<file path="src/rtl/paddle_input_conditioner_pkg.sv">
// Shared definitions for the tennis push-button conditioning path:
// debouncer state encodings, counter sizing and colour helpers.
package tennis_input_pkg;

   localparam int unsigned DEFAULT_DEBOUNCE_CYCLES = 32'd750000;
   localparam int unsigned DB_CNT_W                = 32'd20;
   localparam int unsigned COLOR_W                 = 32'd3;

   localparam logic [1:0] ST_RELEASED   = 2'd0;
   localparam logic [1:0] ST_PRESS_PEND = 2'd1;
   localparam logic [1:0] ST_PRESSED    = 2'd2;
   localparam logic [1:0] ST_REL_PEND   = 2'd3;

   typedef logic [COLOR_W-1:0]  color_t;
   typedef logic [DB_CNT_W-1:0] db_cnt_t;

   // A key counts as held while it is accepted or while its release is still unconfirmed.
   function automatic logic key_is_down(input logic [1:0] st);
      return (st == ST_PRESSED) || (st == ST_REL_PEND);
   endfunction

   function automatic color_t color_next(input color_t c);
      return c + 3'd1;
   endfunction

endpackage

</file>
<file path="src/rtl/paddle_input_conditioner_if.sv">
// Button-side and video-generator-side signals of the paddle conditioner.
// The key source drives through master, the conditioner sits on slave.
interface paddle_input_conditioner_if;
   import tennis_input_pkg::*;

   logic   keyUpN;
   logic   keyDownN;
   logic   keyColorN;
   logic   raket_up;
   logic   raket_down;
   color_t bgColor;
   logic   colorStep;

   modport master (
      output keyUpN,
      output keyDownN,
      output keyColorN,
      input  raket_up,
      input  raket_down,
      input  bgColor,
      input  colorStep
   );

   modport slave (
      input  keyUpN,
      input  keyDownN,
      input  keyColorN,
      output raket_up,
      output raket_down,
      output bgColor,
      output colorStep
   );

endinterface

</file>
<file path="src/rtl/paddle_input_conditioner_key_debouncer.sv">
// One push-button: two-flop synchroniser into pixelClock, then a four-state
// debouncer that only accepts a level after it has held for DEBOUNCE_CYCLES.
module key_debouncer
   import tennis_input_pkg::*;
#(
   parameter int unsigned DEBOUNCE_CYCLES = DEFAULT_DEBOUNCE_CYCLES
) (
   input  logic pixelClock,
   input  logic resetN,
   input  logic keyN,
   output logic db,
   output logic rise
);

   localparam db_cnt_t LP_CNT_LAST = DB_CNT_W'(DEBOUNCE_CYCLES - 32'd1);
   localparam db_cnt_t LP_CNT_ONE  = {{(DB_CNT_W-1){1'b0}}, 1'b1};
   localparam db_cnt_t LP_CNT_ZERO = {DB_CNT_W{1'b0}};

   logic       r_sync1;
   logic       r_sync2;
   logic       w_raw;
   logic [1:0] r_state;
   logic [1:0] w_state_nxt;
   db_cnt_t    r_cnt;
   db_cnt_t    w_cnt_nxt;
   db_cnt_t    w_cnt_inc;
   logic       w_rise_nxt;
   logic       r_db;
   logic       r_rise;

   // Synchroniser flops rest at 1 so a reset looks like a released key.
   always_ff @(posedge pixelClock or negedge resetN) begin
      if (!resetN) begin
         r_sync1 <= 1'b1;
         r_sync2 <= 1'b1;
      end else begin
         r_sync1 <= keyN;
         r_sync2 <= r_sync1;
      end
   end

   assign w_raw     = ~r_sync2;
   assign w_cnt_inc = r_cnt + LP_CNT_ONE;

   // Next-state logic; the counter stops at LP_CNT_LAST so it cannot wrap.
   always_comb begin
      w_state_nxt = r_state;
      w_cnt_nxt   = r_cnt;
      w_rise_nxt  = 1'b0;
      case (r_state)
         ST_RELEASED: begin
            if (w_raw) begin
               w_state_nxt = ST_PRESS_PEND;
               w_cnt_nxt   = LP_CNT_ZERO;
            end else begin
               w_state_nxt = ST_RELEASED;
            end
         end
         ST_PRESS_PEND: begin
            if (!w_raw) begin
               w_state_nxt = ST_RELEASED;
            end else if (w_cnt_inc == LP_CNT_LAST) begin
               w_state_nxt = ST_PRESSED;
               w_cnt_nxt   = w_cnt_inc;
               w_rise_nxt  = 1'b1;
            end else begin
               w_cnt_nxt   = w_cnt_inc;
            end
         end
         ST_PRESSED: begin
            if (!w_raw) begin
               w_state_nxt = ST_REL_PEND;
               w_cnt_nxt   = LP_CNT_ZERO;
            end else begin
               w_state_nxt = ST_PRESSED;
            end
         end
         ST_REL_PEND: begin
            if (w_raw) begin
               w_state_nxt = ST_PRESSED;
            end else if (w_cnt_inc == LP_CNT_LAST) begin
               w_state_nxt = ST_RELEASED;
               w_cnt_nxt   = w_cnt_inc;
            end else begin
               w_cnt_nxt   = w_cnt_inc;
            end
         end
         default: begin
            w_state_nxt = ST_RELEASED;
            w_cnt_nxt   = LP_CNT_ZERO;
         end
      endcase
   end

   // State, counter and registered db/rise; db follows the state being entered.
   always_ff @(posedge pixelClock or negedge resetN) begin
      if (!resetN) begin
         r_state <= ST_RELEASED;
         r_cnt   <= LP_CNT_ZERO;
         r_db    <= 1'b0;
         r_rise  <= 1'b0;
      end else begin
         r_state <= w_state_nxt;
         r_cnt   <= w_cnt_nxt;
         r_db    <= key_is_down(w_state_nxt);
         r_rise  <= w_rise_nxt;
      end
   end

   assign db   = r_db;
   assign rise = r_rise;

endmodule

</file>
<file path="src/rtl/paddle_input_conditioner.sv">
// Debounces the three paddle/colour buttons and produces the paddle move
// levels (never both at once) and the stepped background colour.
module paddle_input_conditioner
   import tennis_input_pkg::*;
#(
   parameter int unsigned DEBOUNCE_CYCLES = DEFAULT_DEBOUNCE_CYCLES,
   parameter color_t      RESET_COLOR     = 3'b000
) (
   input  logic                       pixelClock,
   input  logic                       resetN,
   paddle_input_conditioner_if.slave  bus
);

   logic   w_db_up;
   logic   w_db_down;
   logic   w_db_color;
   logic   w_rise_up;
   logic   w_rise_down;
   logic   w_rise_color;
   logic   w_unused_key_status;
   logic   r_raket_up;
   logic   r_raket_down;
   color_t r_bg_color;
   logic   r_color_step;

   key_debouncer #(.DEBOUNCE_CYCLES(DEBOUNCE_CYCLES)) u_key_up (
      .pixelClock (pixelClock),
      .resetN     (resetN),
      .keyN       (bus.keyUpN),
      .db         (w_db_up),
      .rise       (w_rise_up)
   );

   key_debouncer #(.DEBOUNCE_CYCLES(DEBOUNCE_CYCLES)) u_key_down (
      .pixelClock (pixelClock),
      .resetN     (resetN),
      .keyN       (bus.keyDownN),
      .db         (w_db_down),
      .rise       (w_rise_down)
   );

   key_debouncer #(.DEBOUNCE_CYCLES(DEBOUNCE_CYCLES)) u_key_color (
      .pixelClock (pixelClock),
      .resetN     (resetN),
      .keyN       (bus.keyColorN),
      .db         (w_db_color),
      .rise       (w_rise_color)
   );

   // Paddle moves follow the held level; only the colour key needs its press edge.
   assign w_unused_key_status = w_rise_up ^ w_rise_down ^ w_db_color;

   // Up/down arbitration: opposing requests cancel each other.
   always_ff @(posedge pixelClock or negedge resetN) begin
      if (!resetN) begin
         r_raket_up   <= 1'b0;
         r_raket_down <= 1'b0;
      end else begin
         r_raket_up   <= w_db_up & ~w_db_down;
         r_raket_down <= w_db_down & ~w_db_up;
      end
   end

   // Background colour steps once per accepted colour press, wrapping mod 8.
   always_ff @(posedge pixelClock or negedge resetN) begin
      if (!resetN) begin
         r_bg_color   <= RESET_COLOR;
         r_color_step <= 1'b0;
      end else begin
         r_color_step <= w_rise_color;
         if (w_rise_color) begin
            r_bg_color <= color_next(r_bg_color);
         end else begin
            r_bg_color <= r_bg_color;
         end
      end
   end

   assign bus.raket_up   = r_raket_up;
   assign bus.raket_down = r_raket_down;
   assign bus.bgColor    = r_bg_color;
   assign bus.colorStep  = r_color_step;

endmodule

</file>
<file path="src/flat_wrapper.sv">
// flat-port wrapper written by rule: the top's interface ports become plain ports
module paddle_input_conditioner_flat import tennis_input_pkg::*;
#(
   parameter int unsigned DEBOUNCE_CYCLES = DEFAULT_DEBOUNCE_CYCLES,
   parameter color_t      RESET_COLOR     = 3'b000
)
  (pixelClock, resetN, bus_keyUpN, bus_keyDownN, bus_keyColorN, bus_raket_up, bus_raket_down, bus_bgColor, bus_colorStep);
  paddle_input_conditioner_if bus_i ();
  input  logic pixelClock;
  input  logic resetN;
  input wire logic [$bits(bus_i.keyUpN)-1:0] bus_keyUpN;
  input wire logic [$bits(bus_i.keyDownN)-1:0] bus_keyDownN;
  input wire logic [$bits(bus_i.keyColorN)-1:0] bus_keyColorN;
  output wire logic [$bits(bus_i.raket_up)-1:0] bus_raket_up;
  output wire logic [$bits(bus_i.raket_down)-1:0] bus_raket_down;
  output wire logic [$bits(bus_i.bgColor)-1:0] bus_bgColor;
  output wire logic [$bits(bus_i.colorStep)-1:0] bus_colorStep;
  assign bus_i.keyUpN = bus_keyUpN;
  assign bus_i.keyDownN = bus_keyDownN;
  assign bus_i.keyColorN = bus_keyColorN;
  assign bus_raket_up = bus_i.raket_up;
  assign bus_raket_down = bus_i.raket_down;
  assign bus_bgColor = bus_i.bgColor;
  assign bus_colorStep = bus_i.colorStep;
  paddle_input_conditioner #(.DEBOUNCE_CYCLES(DEBOUNCE_CYCLES), .RESET_COLOR(RESET_COLOR)) u_core (.pixelClock(pixelClock), .resetN(resetN), .bus(bus_i));
endmodule
</file>
<file path="config.mk">
export PLATFORM = sky130hd
export DESIGN_NAME = paddle_input_conditioner_flat
export DESIGN_NICKNAME = d
export VERILOG_FILES = /design/src/rtl/paddle_input_conditioner_pkg.sv /design/src/rtl/paddle_input_conditioner_if.sv /design/src/rtl/paddle_input_conditioner_key_debouncer.sv /design/src/rtl/paddle_input_conditioner.sv /design/src/flat_wrapper.sv
export SDC_FILE = /design/constraint.sdc
export NUM_CORES = 1
export LEC_CHECK = 0
export CORE_MARGIN = 2
export CORE_UTILIZATION = 30
export DETAILED_ROUTE_END_ITERATION = 7
export PLACE_DENSITY = 0.42
export SKIP_CTS_REPAIR_TIMING = 1
export SLEW_MARGIN = 0
export SYNTH_ARGS = -nofsm -noshare
export SYNTH_HDL_FRONTEND = slang
export SYNTH_SLANG_ARGS = --single-unit
</file>
<file path="constraint.sdc">
create_clock -name pixelClock -period 2.96 [get_ports pixelClock]
set_clock_uncertainty 0.15 [all_clocks]
set_input_delay 0.444 -clock pixelClock [delete_from_list [all_inputs] [get_ports pixelClock]]
set_output_delay 0.444 -clock pixelClock [all_outputs]
set_load 0.005 [all_outputs]
</file>
==> impl_metrics.json <==
{
  "status": "finished with violations",
  "violations": "negative hold slack",
  "cts_buffers": 9,
  "yosysMostFrequentCell": "nand2_1",
  "grt_use_total": 0.141,
  "min_path_type": "in -> async",
  "tightest_slew_ns": 0.803,
  "synth-seq-cells": 81,
  "period_share": 0.897,
  "hold_viol": 23,
  "htreeDepth": 3,
  "first_pass_iters": 4,
  "portBuffers": 10,
  "initialDrtViolationCount": 215,
  "diodes": 0,
  "dieArea_sq_um": 17900,
  "place_area_sq_um": 5340,
  "via_per_inst": 5.13,
  "power_frac_clock": 0.489,
  "worst_slack_ns": 0.304,
  "tns_ns": 0,
  "rr_startpoint": "u_core.u_key_color.r_cnt[0]$_DFFE_PN0P_",
  "syn_area_per_cell_sq_um": 8.57,
  "synth_warnings": 0,
  "drv_slew": 0,
  "crit_slowest_cell": "or3_1",
  "path_clk_slew_ns": 0.07,
  "yosysSeqAreaShare": 0.403,
  "rrSetupSlack_ns": 0.30,
  "hold_slack_ns": -0.0126,
  "worstPathRequired_ns": 3.07,
  "grt_pass1_wl_mm": 20.0,
  "rr_worst_depth": 7,
  "async_flop_share": 1.00,
  "rows": 47,
  "synth_cells": 589,
  "critPathLaunchType": "flop",
  "clock_path_buffers": 2,
  "wl_per_cell_um": 14.8,
  "ant_nets": 0,
  "fill_cells": 1688,
  "ir_drop_uv": 383,
  "dr_total_vias": 4118,
  "yosysTopAreaCell": "dfrtp_1",
  "cts_tree": "built",
  "drc": 0,
  "synth_edf_count": 0,
  "p_per_area_nw_per_um2": 478,
  "fp.dieH_um": 134,
  "startpoint": "u_core.u_key_color.r_cnt[0]$_DFFE_PN0P_",
  "arrival_ns": 2.77,
  "io_pins": 11,
  "grt_max_degree": 50,
  "path_class": "reg -> reg",
  "cts-root-buf": "clkbuf_16",
  "path_max_fanout": 8,
  "routed_wl_mm": 11.8,
  "synth.top_cell.area_share": 0.372,
  "yosys-top-cells-area": "dfrtp_1 (37%), nand2_1 (6.2%), o21ai_0 (6.0%)",
  "worstSkewPairLatency_ns": 0.35,
  "initial_core_util": 0.305,
  "crit_path_end_kind": "flop",
  "place_inst": 786,
  "synth_nets": 601,
  "cpPeakStageDelay_ns": 0.51,
  "rsz0062_at_grt": "false",
  "drive_gt1_frac": 0.0876,
  "synth.distinct_cells": 61,
  "routabilityCongestion": 0.811,
  "switching_power_uw": 657,
  "nets": 589,
  "path_cells": "ha_1, nand4_1, or3_1, mux2_2, o22ai_1, or4_1, nor3_1",
  "maxCapViolCount": 0,
  "grt_pass1_vias": 3965,
  "ys.flop_type": "dfrtp_1",
  "clkSinkCount": 81,
  "slew_headroom": 0.461,
  "clock.fmax_mhz": 376,
  "p_sw_frac": 0.242,
  "synth_commonest_cells": "nand2_1 (83), dfrtp_1 (75), o21ai_0 (60)",
  "synth_area_sq_um": 5040,
  "area_growth_pct": 12.6,
  "overflow": 0,
  "place_ws_ns": 0.280,
  "crit_family": "simple AND/OR/NAND/NOR gates",
  "p_leak_nw": 2.20,
  "final_cells": 802,
  "antenna_found_initial": 0,
  "finalSetupViolations": 0,
  "cp.buffers_inverters": 0,
  "path_depth": 7,
  "p_comb_frac": 0.064,
  "dpl.hpwl_mm": 8.06,
  "pwr-share-seq": 0.447,
  "coreArea_sq_um": 16500,
  "p_int_mw": 2.06,
  "die_w_um": 134,
  "layout_min_cycle_time_ns": 2.66,
  "final_area_sq_um": 5680
}
## worst reg2reg max path, cell delays in order (launching register included)
cell and delay, ns:
dfrtp_1 0.43, ha_1 0.25, nand4_1 0.33, or3_1 0.51, mux2_2 0.27, o22ai_1 0.07, or4_1 0.41, nor3_1 0.15
## cell type report
type	instances	area, sq um	area share
multi-input combinational	446	2770	0.488
sequential	81	2030	0.358
tap	220	275	0.0484
clock buffer	11	243	0.0427
timing repair buffer	20	185	0.0326
clock inverter	5	103	0.0181
inverter	19	71.3	0.0126
## state kept, by name, indices dropped and copies added, names as in the netlist, 2 cells and up, named ones only
register and count:
u_core.bus.bgColor 3, u_core.u_key_color.r_cnt 20, u_core.u_key_down.r_cnt 20, u_core.u_key_down.r_state 2, u_core.u_key_up.r_cnt 20, u_core.u_key_up.r_state 2
## metrics by stage
stage / hold WS (ns) / total power [mW] / util
after global placement: 0.196 / 1.41 / 0.323
after detailed placement: 0.197 / 1.41 / 0.323
after CTS: 0.00825 / 2.77 / 0.344
final: -0.0126 / 2.72 / 0.344
after floorplan: -0.00159 / 1.35 / -
after global routing: 0.0350 / 2.86 / 0.344
## layout by cell type, fill, tap and decap left out, types with 16 or more instances in the layout
cell     instances
inv_1           19
nor3_1          33
mux2i_1         23
nand4_1         16
nand2_1         83
a21oi_1         23
nor2_1          32
dfrtp_1         75
o21ai_0         60
nand3_1         26
## power by group through the flow
| stage | Clock, mW | Combinational (mW) | Sequential [mW] |
|---|---|---|---|
| 2_1_floorplan | 0 | 0.157 | 1.19 |
| 3_3_place_gp | 0 | 0.176 | 1.23 |
| 3_5_place_dp | 0 | 0.179 | 1.23 |
| 4_1_cts | 1.38 | 0.180 | 1.21 |
| 5_1_grt | 1.43 | 0.202 | 1.23 |
| 6_report | 1.33 | 0.174 | 1.22 |
## logic make-up (layout without fill, tap and decap cells)
kind of cell / count (synthesis) / after routing / share of synthesized area
adder cells (fa/ha/maj): 7 / 7 / 0.0174
XOR/XNOR: 21 / 21 / 0.0365
flip-flops: 81 / 81 / 0.403
buffers and inverters: 62 / 55 / 0.0521
multiplexers: 25 / 25 / 0.0501
AO/OA/AOI/OAI: 139 / 139 / 0.177
AND/OR/NAND/NOR: 254 / 254 / 0.263
## routing by layer
| metal | share of wire | wire [um] | vias up | track usage |
|---|---|---|---|---|
| li1 | - | - | 2097 | - |
| met1 | 0.50 | 5890 | 1979 | 0.184 |
| met2 | 0.46 | 5500 | 31 | 0.228 |
| met3 | 0.024 | 283 | 11 | 0.0392 |
| met4 | 0.014 | 163 | 0 | 0.0408 |
| met5 | 0 | 0 | - | 0 |
## path summary, 6_finish.rpt
kind,endpoint
hold reg to reg,u_core.u_key_down.r_sync2$_DFF_PN1_
setup / recovery,u_core.u_key_color.rise$_DFF_PN0_
max in group asynchronous,u_core.u_key_down.r_sync1$_DFF_PN1_
setup reg to reg,u_core.u_key_color.rise$_DFF_PN0_
min in group pixelClock,u_core.u_key_down.r_sync2$_DFF_PN1_
hold / removal,u_core.u_key_up.r_cnt[6]$_DFFE_PN0P_
Power figures use the tool's default switching activity.
